[src/rtl/ebpc_pkg.sv]
// ebpc_pkg
// Shared definitions for the sequential bit-plane coder datapath.
//   DATA_W      : input word width
//   BLOCK_SIZE  : words grouped into one block (2 <= BLOCK_SIZE <= DATA_W)
//   CNT_W       : width of the in-block word counter
//   delta_t     : one two's-complement delta, DATA_W+1 bits
//   plane_t     : one bit-plane, one bit per delta (BLOCK_SIZE-1 bits)
//   dbp_block_t : base word plus DATA_W+1 DBX planes, as consumed by the coder
package ebpc_pkg;

    localparam int DATA_W     = 8;
    localparam int BLOCK_SIZE = 8;
    localparam int CNT_W      = $clog2(BLOCK_SIZE);

    typedef logic [DATA_W:0]       delta_t;
    typedef logic [BLOCK_SIZE-2:0] plane_t;

    typedef struct packed {
        logic [DATA_W-1:0]  base;
        plane_t [DATA_W:0]  dbp;
    } dbp_block_t;

    // Difference of two unsigned words, modulo 2^(DATA_W+1).
    function automatic delta_t delta_fn(input logic [DATA_W-1:0] cur,
                                        input logic [DATA_W-1:0] prev);
        return {1'b0, cur} - {1'b0, prev};
    endfunction

endpackage

[src/rtl/dbx_transform.sv]
// dbx_transform
// Purely combinational: transposes a block of deltas into bit-planes and
// XORs each plane with the plane above it.
//   delta : BLOCK_SIZE-1 deltas, index i is the i-th delta of the block
//   dbx   : DATA_W+1 DBX planes; plane bit i corresponds to delta i
module dbx_transform
    import ebpc_pkg::*;
(
    input  delta_t [BLOCK_SIZE-2:0] delta,
    output plane_t [DATA_W:0]       dbx
);

    plane_t [DATA_W:0] plane_s;

    // Transpose: plane j gathers bit j of every delta, LSB = first delta.
    always_comb begin
        plane_s = '0;
        for (int j = 0; j <= DATA_W; j++) begin
            for (int i = 0; i < BLOCK_SIZE - 1; i++) begin
                plane_s[j][i] = delta[i][j];
            end
        end
    end

    // Top plane passes through; every lower plane is XORed with its upper neighbour.
    always_comb begin
        dbx = '0;
        dbx[DATA_W] = plane_s[DATA_W];
        for (int j = 0; j < DATA_W; j++) begin
            dbx[j] = plane_s[j] ^ plane_s[j+1];
        end
    end

endmodule

[src/rtl/dbx_block_former.sv]
// dbx_block_former
// Groups a word stream into blocks of BLOCK_SIZE, forms consecutive deltas,
// and emits base + DBX planes per block. Partial blocks are zero-padded on
// flush, and the flush is then forwarded to the downstream coder.
//   clk_i, rst_i   : clock, synchronous active-high reset
//   data_i/vld_i/rdy_o            : input word stream
//   flush_i                       : single-cycle flush request
//   dbp_block_o/vld_o/rdy_i       : output block stream
//   flush_o/flush_done_i          : flush forwarding handshake
//   idle_o                        : nothing buffered, no flush outstanding
module dbx_block_former
    import ebpc_pkg::*;
(
    input  logic              clk_i,
    input  logic              rst_i,
    input  logic [DATA_W-1:0] data_i,
    input  logic              vld_i,
    output logic              rdy_o,
    input  logic              flush_i,
    output dbp_block_t        dbp_block_o,
    output logic              vld_o,
    input  logic              rdy_i,
    output logic              flush_o,
    input  logic              flush_done_i,
    output logic              idle_o
);

    typedef enum logic [1:0] {
        ST_FILL       = 2'd0,
        ST_PAD        = 2'd1,
        ST_FLUSH_WAIT = 2'd2,
        ST_FLUSH_HOLD = 2'd3
    } state_e;

    state_e                   state_r, state_nxt_s;
    logic [CNT_W-1:0]         cnt_r, cnt_nxt_s;
    logic [DATA_W-1:0]        base_r, prev_r, word_s;
    delta_t [BLOCK_SIZE-2:0]  delta_r, tx_delta_s;
    delta_t                   delta_new_s;
    plane_t [DATA_W:0]        dbx_s;
    dbp_block_t               out_r;

    logic vld_r, rdy_r, flush_r, idle_r, pend_r, pflush_r;
    logic vld_nxt_s, rdy_nxt_s, flush_nxt_s, idle_nxt_s, pend_nxt_s, pflush_nxt_s;
    logic out_free_s, word_take_s, pad_take_s, take_s, last_s, complete_s;
    logic load_s, flush_req_s;

    // Word-level datapath decisions for this cycle.
    always_comb begin
        out_free_s  = !vld_r || rdy_i;
        word_take_s = vld_i && rdy_r;
        // A completed block parked in delta_r blocks further padding.
        pad_take_s  = (state_r == ST_PAD) && !pend_r;
        take_s      = word_take_s || pad_take_s;
        if (pad_take_s) begin
            word_s = '0;
        end else begin
            word_s = data_i;
        end
        delta_new_s = delta_fn(word_s, prev_r);
        last_s      = (cnt_r == CNT_W'(BLOCK_SIZE - 1));
        complete_s  = take_s && last_s;
        // Load either the block completing right now or the one that was parked.
        load_s      = out_free_s && (pend_r || complete_s);
        flush_req_s = (state_r == ST_FILL) && (flush_i || pflush_r);
    end

    // Transform input: the completing delta bypasses delta_r so the block loads with no bubble.
    always_comb begin
        tx_delta_s = delta_r;
        if (complete_s) begin
            tx_delta_s[BLOCK_SIZE-2] = delta_new_s;
        end else begin
            tx_delta_s[BLOCK_SIZE-2] = delta_r[BLOCK_SIZE-2];
        end
    end

    dbx_transform u_dbx_transform (
        .delta (tx_delta_s),
        .dbx   (dbx_s)
    );

    // Counter, parked-block flag and output-valid next values.
    always_comb begin
        pend_nxt_s = (pend_r || complete_s) && !out_free_s;
        vld_nxt_s  = load_s || (vld_r && !rdy_i);
        if (take_s) begin
            if (last_s) begin
                cnt_nxt_s = '0;
            end else begin
                cnt_nxt_s = cnt_r + CNT_W'(1);
            end
        end else begin
            cnt_nxt_s = cnt_r;
        end
    end

    // Flush FSM next state; a flush that collides with a word handshake is deferred one cycle.
    always_comb begin
        state_nxt_s  = state_r;
        pflush_nxt_s = pflush_r;
        case (state_r)
            ST_FILL: begin
                if (flush_req_s) begin
                    if (word_take_s) begin
                        pflush_nxt_s = 1'b1;
                    end else begin
                        pflush_nxt_s = 1'b0;
                        if (cnt_r != {CNT_W{1'b0}}) begin
                            state_nxt_s = ST_PAD;
                        end else begin
                            state_nxt_s = ST_FLUSH_WAIT;
                        end
                    end
                end else begin
                    pflush_nxt_s = 1'b0;
                end
            end
            ST_PAD: begin
                if (complete_s) begin
                    state_nxt_s = ST_FLUSH_WAIT;
                end else begin
                    state_nxt_s = ST_PAD;
                end
            end
            ST_FLUSH_WAIT: begin
                // Leave as soon as the output register is empty after this edge,
                // so flush_o rises the cycle after the final handshake.
                if (!vld_nxt_s) begin
                    state_nxt_s = ST_FLUSH_HOLD;
                end else begin
                    state_nxt_s = ST_FLUSH_WAIT;
                end
            end
            ST_FLUSH_HOLD: begin
                if (flush_done_i) begin
                    state_nxt_s = ST_FILL;
                end else begin
                    state_nxt_s = ST_FLUSH_HOLD;
                end
            end
            default: begin
                state_nxt_s  = ST_FILL;
                pflush_nxt_s = 1'b0;
            end
        endcase
    end

    // Registered status outputs derived from next-cycle values.
    always_comb begin
        rdy_nxt_s   = (state_nxt_s == ST_FILL) && !pend_nxt_s && !pflush_nxt_s;
        flush_nxt_s = (state_nxt_s == ST_FLUSH_HOLD);
        idle_nxt_s  = (state_nxt_s == ST_FILL) && (cnt_nxt_s == {CNT_W{1'b0}})
                      && !vld_nxt_s && !pflush_nxt_s;
    end

    // Control and status registers.
    always_ff @(posedge clk_i) begin
        if (rst_i) begin
            state_r  <= ST_FILL;
            cnt_r    <= '0;
            pend_r   <= 1'b0;
            pflush_r <= 1'b0;
            vld_r    <= 1'b0;
            rdy_r    <= 1'b0;
            flush_r  <= 1'b0;
            idle_r   <= 1'b1;
        end else begin
            state_r  <= state_nxt_s;
            cnt_r    <= cnt_nxt_s;
            pend_r   <= pend_nxt_s;
            pflush_r <= pflush_nxt_s;
            vld_r    <= vld_nxt_s;
            rdy_r    <= rdy_nxt_s;
            flush_r  <= flush_nxt_s;
            idle_r   <= idle_nxt_s;
        end
    end

    // Accumulation registers: word 0 sets base/prev, later words store deltas.
    always_ff @(posedge clk_i) begin
        if (rst_i) begin
            base_r  <= '0;
            prev_r  <= '0;
            delta_r <= '0;
        end else if (take_s) begin
            prev_r <= word_s;
            if (cnt_r == {CNT_W{1'b0}}) begin
                base_r <= word_s;
            end else begin
                base_r <= base_r;
            end
            for (int i = 0; i < BLOCK_SIZE - 1; i++) begin
                if (cnt_r == CNT_W'(i + 1)) begin
                    delta_r[i] <= delta_new_s;
                end else begin
                    delta_r[i] <= delta_r[i];
                end
            end
        end else begin
            prev_r  <= prev_r;
            base_r  <= base_r;
            delta_r <= delta_r;
        end
    end

    // Output block register, reloaded only when empty or draining.
    always_ff @(posedge clk_i) begin
        if (rst_i) begin
            out_r <= '0;
        end else if (load_s) begin
            out_r.base <= base_r;
            out_r.dbp  <= dbx_s;
        end else begin
            out_r <= out_r;
        end
    end

    assign dbp_block_o = out_r;
    assign vld_o       = vld_r;
    assign rdy_o       = rdy_r;
    assign flush_o     = flush_r;
    assign idle_o      = idle_r;

endmodule
[config.mk]
export PLATFORM = sky130hd
export DESIGN_NAME = dbx_block_former
export DESIGN_NICKNAME = d
export VERILOG_FILES = /design/src/rtl/ebpc_pkg.sv /design/src/rtl/dbx_transform.sv /design/src/rtl/dbx_block_former.sv
export SDC_FILE = /design/constraint.sdc
export NUM_CORES = 1
export LEC_CHECK = 0
export CORE_ASPECT_RATIO = 1.4
export CORE_UTILIZATION = 57
export DETAILED_ROUTE_END_ITERATION = 16
export DONT_BUFFER_PORTS = 1
export PLACE_DENSITY_LB_ADDON = 0.3
export SLEW_MARGIN = 5
export SYNTH_ARGS = -nofsm -noshare
export SYNTH_HDL_FRONTEND = slang
export SYNTH_HIERARCHICAL = 1
export SYNTH_SLANG_ARGS = --single-unit
[constraint.sdc]
create_clock -name clk_i -period 2.82 [get_ports clk_i]
set_input_delay 0.564 -clock clk_i [delete_from_list [all_inputs] [get_ports clk_i]]
set_output_delay 0.564 -clock clk_i [all_outputs]
set_load 0.01 [all_outputs]
==> reports/metrics.yaml <==
grt_overflow_total: 0
die_h_um: 133
cts-root-buf: "clkbuf_16"
diodes: 0
worstMarginPinSlew_ns: 0.543
endpoint_kind: "flop"
drcViolationCount: 0
avgSynthCellArea_um2: 8.47
slew_headroom_pct: 63.8
crit_type: "reg2reg"
yosys_most_used_dff: "dfxtp_1"
setup_tns_ns: 0
cts_buffers: 17
leakage_nw: 2.97
p_per_area_mw_per_mm2: 835
timing.rr.end: "dbp_block_o[48]$_SDFFE_PP0P_"
antenna_found_initial: 0
placedInstanceArea_mm2: 0.00707
r2r-start: "state_r[1]$_SDFF_PP0_"
ys_types: 64
start_kind: "flop"
worstHoldStart: "rst_i"
cts_max_level: 4
final_nets: 842
crit_fanout: 5
synth-edff-count: 0
synth_largest_area_cell: "dfxtp_1"
yosys_warnings: 6
yosysTopAreaCellShare_pct: 46.0
stdcell_area_mm2: 0.00776
clk_latency_ns: 0.42
setup-violations-final: 0
wirelength_um: 15800
finalHoldViolCount: 0
fin_worst_skew_ns: 0.00926
ys_ff_latch: 161
hold_end: "dbp_block_o[65]$_SDFFE_PP0P_"
cts_hold_buf: 0
drive_above_1_share_pct: 13.2
peakVddDrop_mv: 0.524
wl_met1_um: 6210
dp_hpwl_um: 10900
cts_tree: "built"
top_layer_used: "met4"
vias_per_cell: 5.59
dr.pass1.iters: 4
crit_required_ns: 3.17
cts_sinks: 161
worstHoldPathCells: 1
fin_crit_sh_pct: 97.9
reg2reg_depth: 11
area_delta_synth_final_pct: 10.7
core_mm2: 0.0119
vias: 5443
synth.most_common_cell: "nand2_1"
hp-class: "in2reg"
power_mw: 6.48
synth_nets: 857
grt_use_total_pct: 25.6
period_needed_ns: 2.76
netlist_top_cells_count: "nand2_1 (235), dfxtp_1 (161), a21oi_1 (120)"
path_clk_slew_ns: 0.06
seq_area_frac_synth_pct: 46.0
synth-async-reset-ratio_pct: 0
synthTopCellsByArea: "dfxtp_1 (46%), nand2_1 (13%), a21oi_1 (8.6%), xor2_1 (7.0%), a211oi_1 (2.7%)"
synthesis.area_mm2: 0.00701
dieArea_mm2: 0.0128
grt_max_degree: 161
die_w_um: 95.7
finalWeightedCongestion: 0.882
syn_inst: 828
post_drt_wl_per_cell_um: 16.3
io_pins: 89
worst_ep_arrival_time_ns: 3.11
drv_slew: 0
whs_ns: 0.211
reg2reg_slack_ns: 0.06
grt_pass1_vias: 5287
io_buffers: 0
placementRows: 47
cap_viol_max_count: 0
n_fill_cell: 968
wl_met3_um: 652
outcome: "complete, no violations"
wl_met2_um: 8560
fmax_mhz: 362
grt_pass1_wl_um: 25200
final_util_pct: 65.3
initial_core_util_pct: 59.0
drt-initial-drc-count: 286
antenna_left: 0
cts_buffer_depth: 2
power by group:
part / switching [mW] / internal [mW] / leakage [nW]
Sequential: 0.131 / 2.40 / 1.30
Clock: 0.912 / 1.40 / 0.288
Combinational: 0.951 / 0.680 / 1.38
Total: 1.99 / 4.48 / 2.97
timing repair:
item / in CTS / in global routing
resized for setup: 1 / 12
cloned: 0 / 1
setup endpoints to repair: 1 / 3
buffers inserted: 0 / 3
pin swaps: 0 / 3
critical path, stage by stage, from the launching register on:
cell and delay, ns:
dfxtp_1 0.33, or3b_4 0.44, and2_4 0.19, ha_4 0.28, o21a_1 0.19, o21a_4 0.17
o31ai_2 0.08, or4b_4 0.57, nand3_4 0.10, xor2_1 0.15, nand2_1 0.07, a21oi_1 0.13
kinds of logic (layout without fill, tap and decap cells):
| group | count (synthesis) | count (layout) | synth area share [%] |
|---|---|---|---|
| multiplexers | 4 | 4 | 0.803 |
| buffers and inverters | 69 | 66 | 5.30 |
| flip-flops | 161 | 161 | 46.0 |
| adder cells (fa/ha/maj) | 15 | 15 | 2.78 |
| XOR/XNOR | 59 | 59 | 7.58 |
| AO/OA/AOI/OAI | 188 | 188 | 16.7 |
| AND/OR/NAND/NOR | 332 | 333 | 20.8 |
placed cells by master, fill, tap and decap left out, drive strengths merged, types with 2 or more instances in the layout:
master	netlist	final
a211oi	29	29
a21oi	122	122
a221oi	3	3
and2	11	11
and2b	3	3
and3	4	4
buf	34	20
bufinv	0	2
clkbuf	21	21
clkinv	0	3
clkinvlp	0	4
dfxtp	161	161
ha	14	14
inv	14	16
mux2	4	4
nand2	236	236
nand2b	3	3
nand3	5	5
nand3b	6	6
nor2	43	43
nor2b	8	8
nor3	3	3
nor3b	4	4
o211a	2	2
o211ai	2	2
o21a	6	6
o21ai	7	7
o31ai	7	7
or2	2	2
or3b	1	2
xnor2	2	2
xor2	57	57
final cells by class:
cell class	instances	area, um^2	area share (%)
Timing Repair Buffer	20	150	1.93
Tap cell	147	184	2.37
Sequential cell	161	3220	41.5
Clock buffer	21	480	6.19
Inverter	14	52.6	0.677
Multi-Input combinational cell	599	3540	45.7
Clock inverter	11	126	1.63
sequential cells by signal (all words and copies together) (netlist names):
name         count
state_r          2
dbp_block_o     71
idle_o           1
pend_r           1
base_r           8
cnt_r            3
flush_o          1
pflush_r         1
delta_r         63
rdy_o            1
prev_r           8
vld_o            1
routing by layer:
layer  vias up  GRT usage [%]
li1       2724              -
met1      2564           27.4
met2       129           46.5
met3        26           5.25
met4         0           12.4
met5         -              0
worst max path at each step:
stage                                startpoint                           end  slack [ns]  depth (start not counted)
after floorplan               pend_r$_SDFF_PP0_  dbp_block_o[48]$_SDFFE_PP0P_      0.0005                         13
after global placement        pend_r$_SDFF_PP0_  dbp_block_o[48]$_SDFFE_PP0P_        0.15                         11
after detailed placement  state_r[0]$_SDFF_PP0_  dbp_block_o[55]$_SDFFE_PP0P_        0.03                         12
after CTS                 state_r[0]$_SDFF_PP0_  dbp_block_o[55]$_SDFFE_PP0P_        0.01                         11
after global routing      state_r[1]$_SDFF_PP0_  dbp_block_o[48]$_SDFFE_PP0P_       -0.03                         12
final                     state_r[1]$_SDFF_PP0_  dbp_block_o[48]$_SDFFE_PP0P_        0.06                         11
stage by stage:
stage,std cells,setup slack [ns]
after floorplan,828,0.000538
after global placement,937,0.154
after detailed placement,937,0.0342
after CTS,969,0.00963
after global routing,973,-0.0275
final,973,0.0584
No activity file was read; power rests on OpenSTA's default activity.
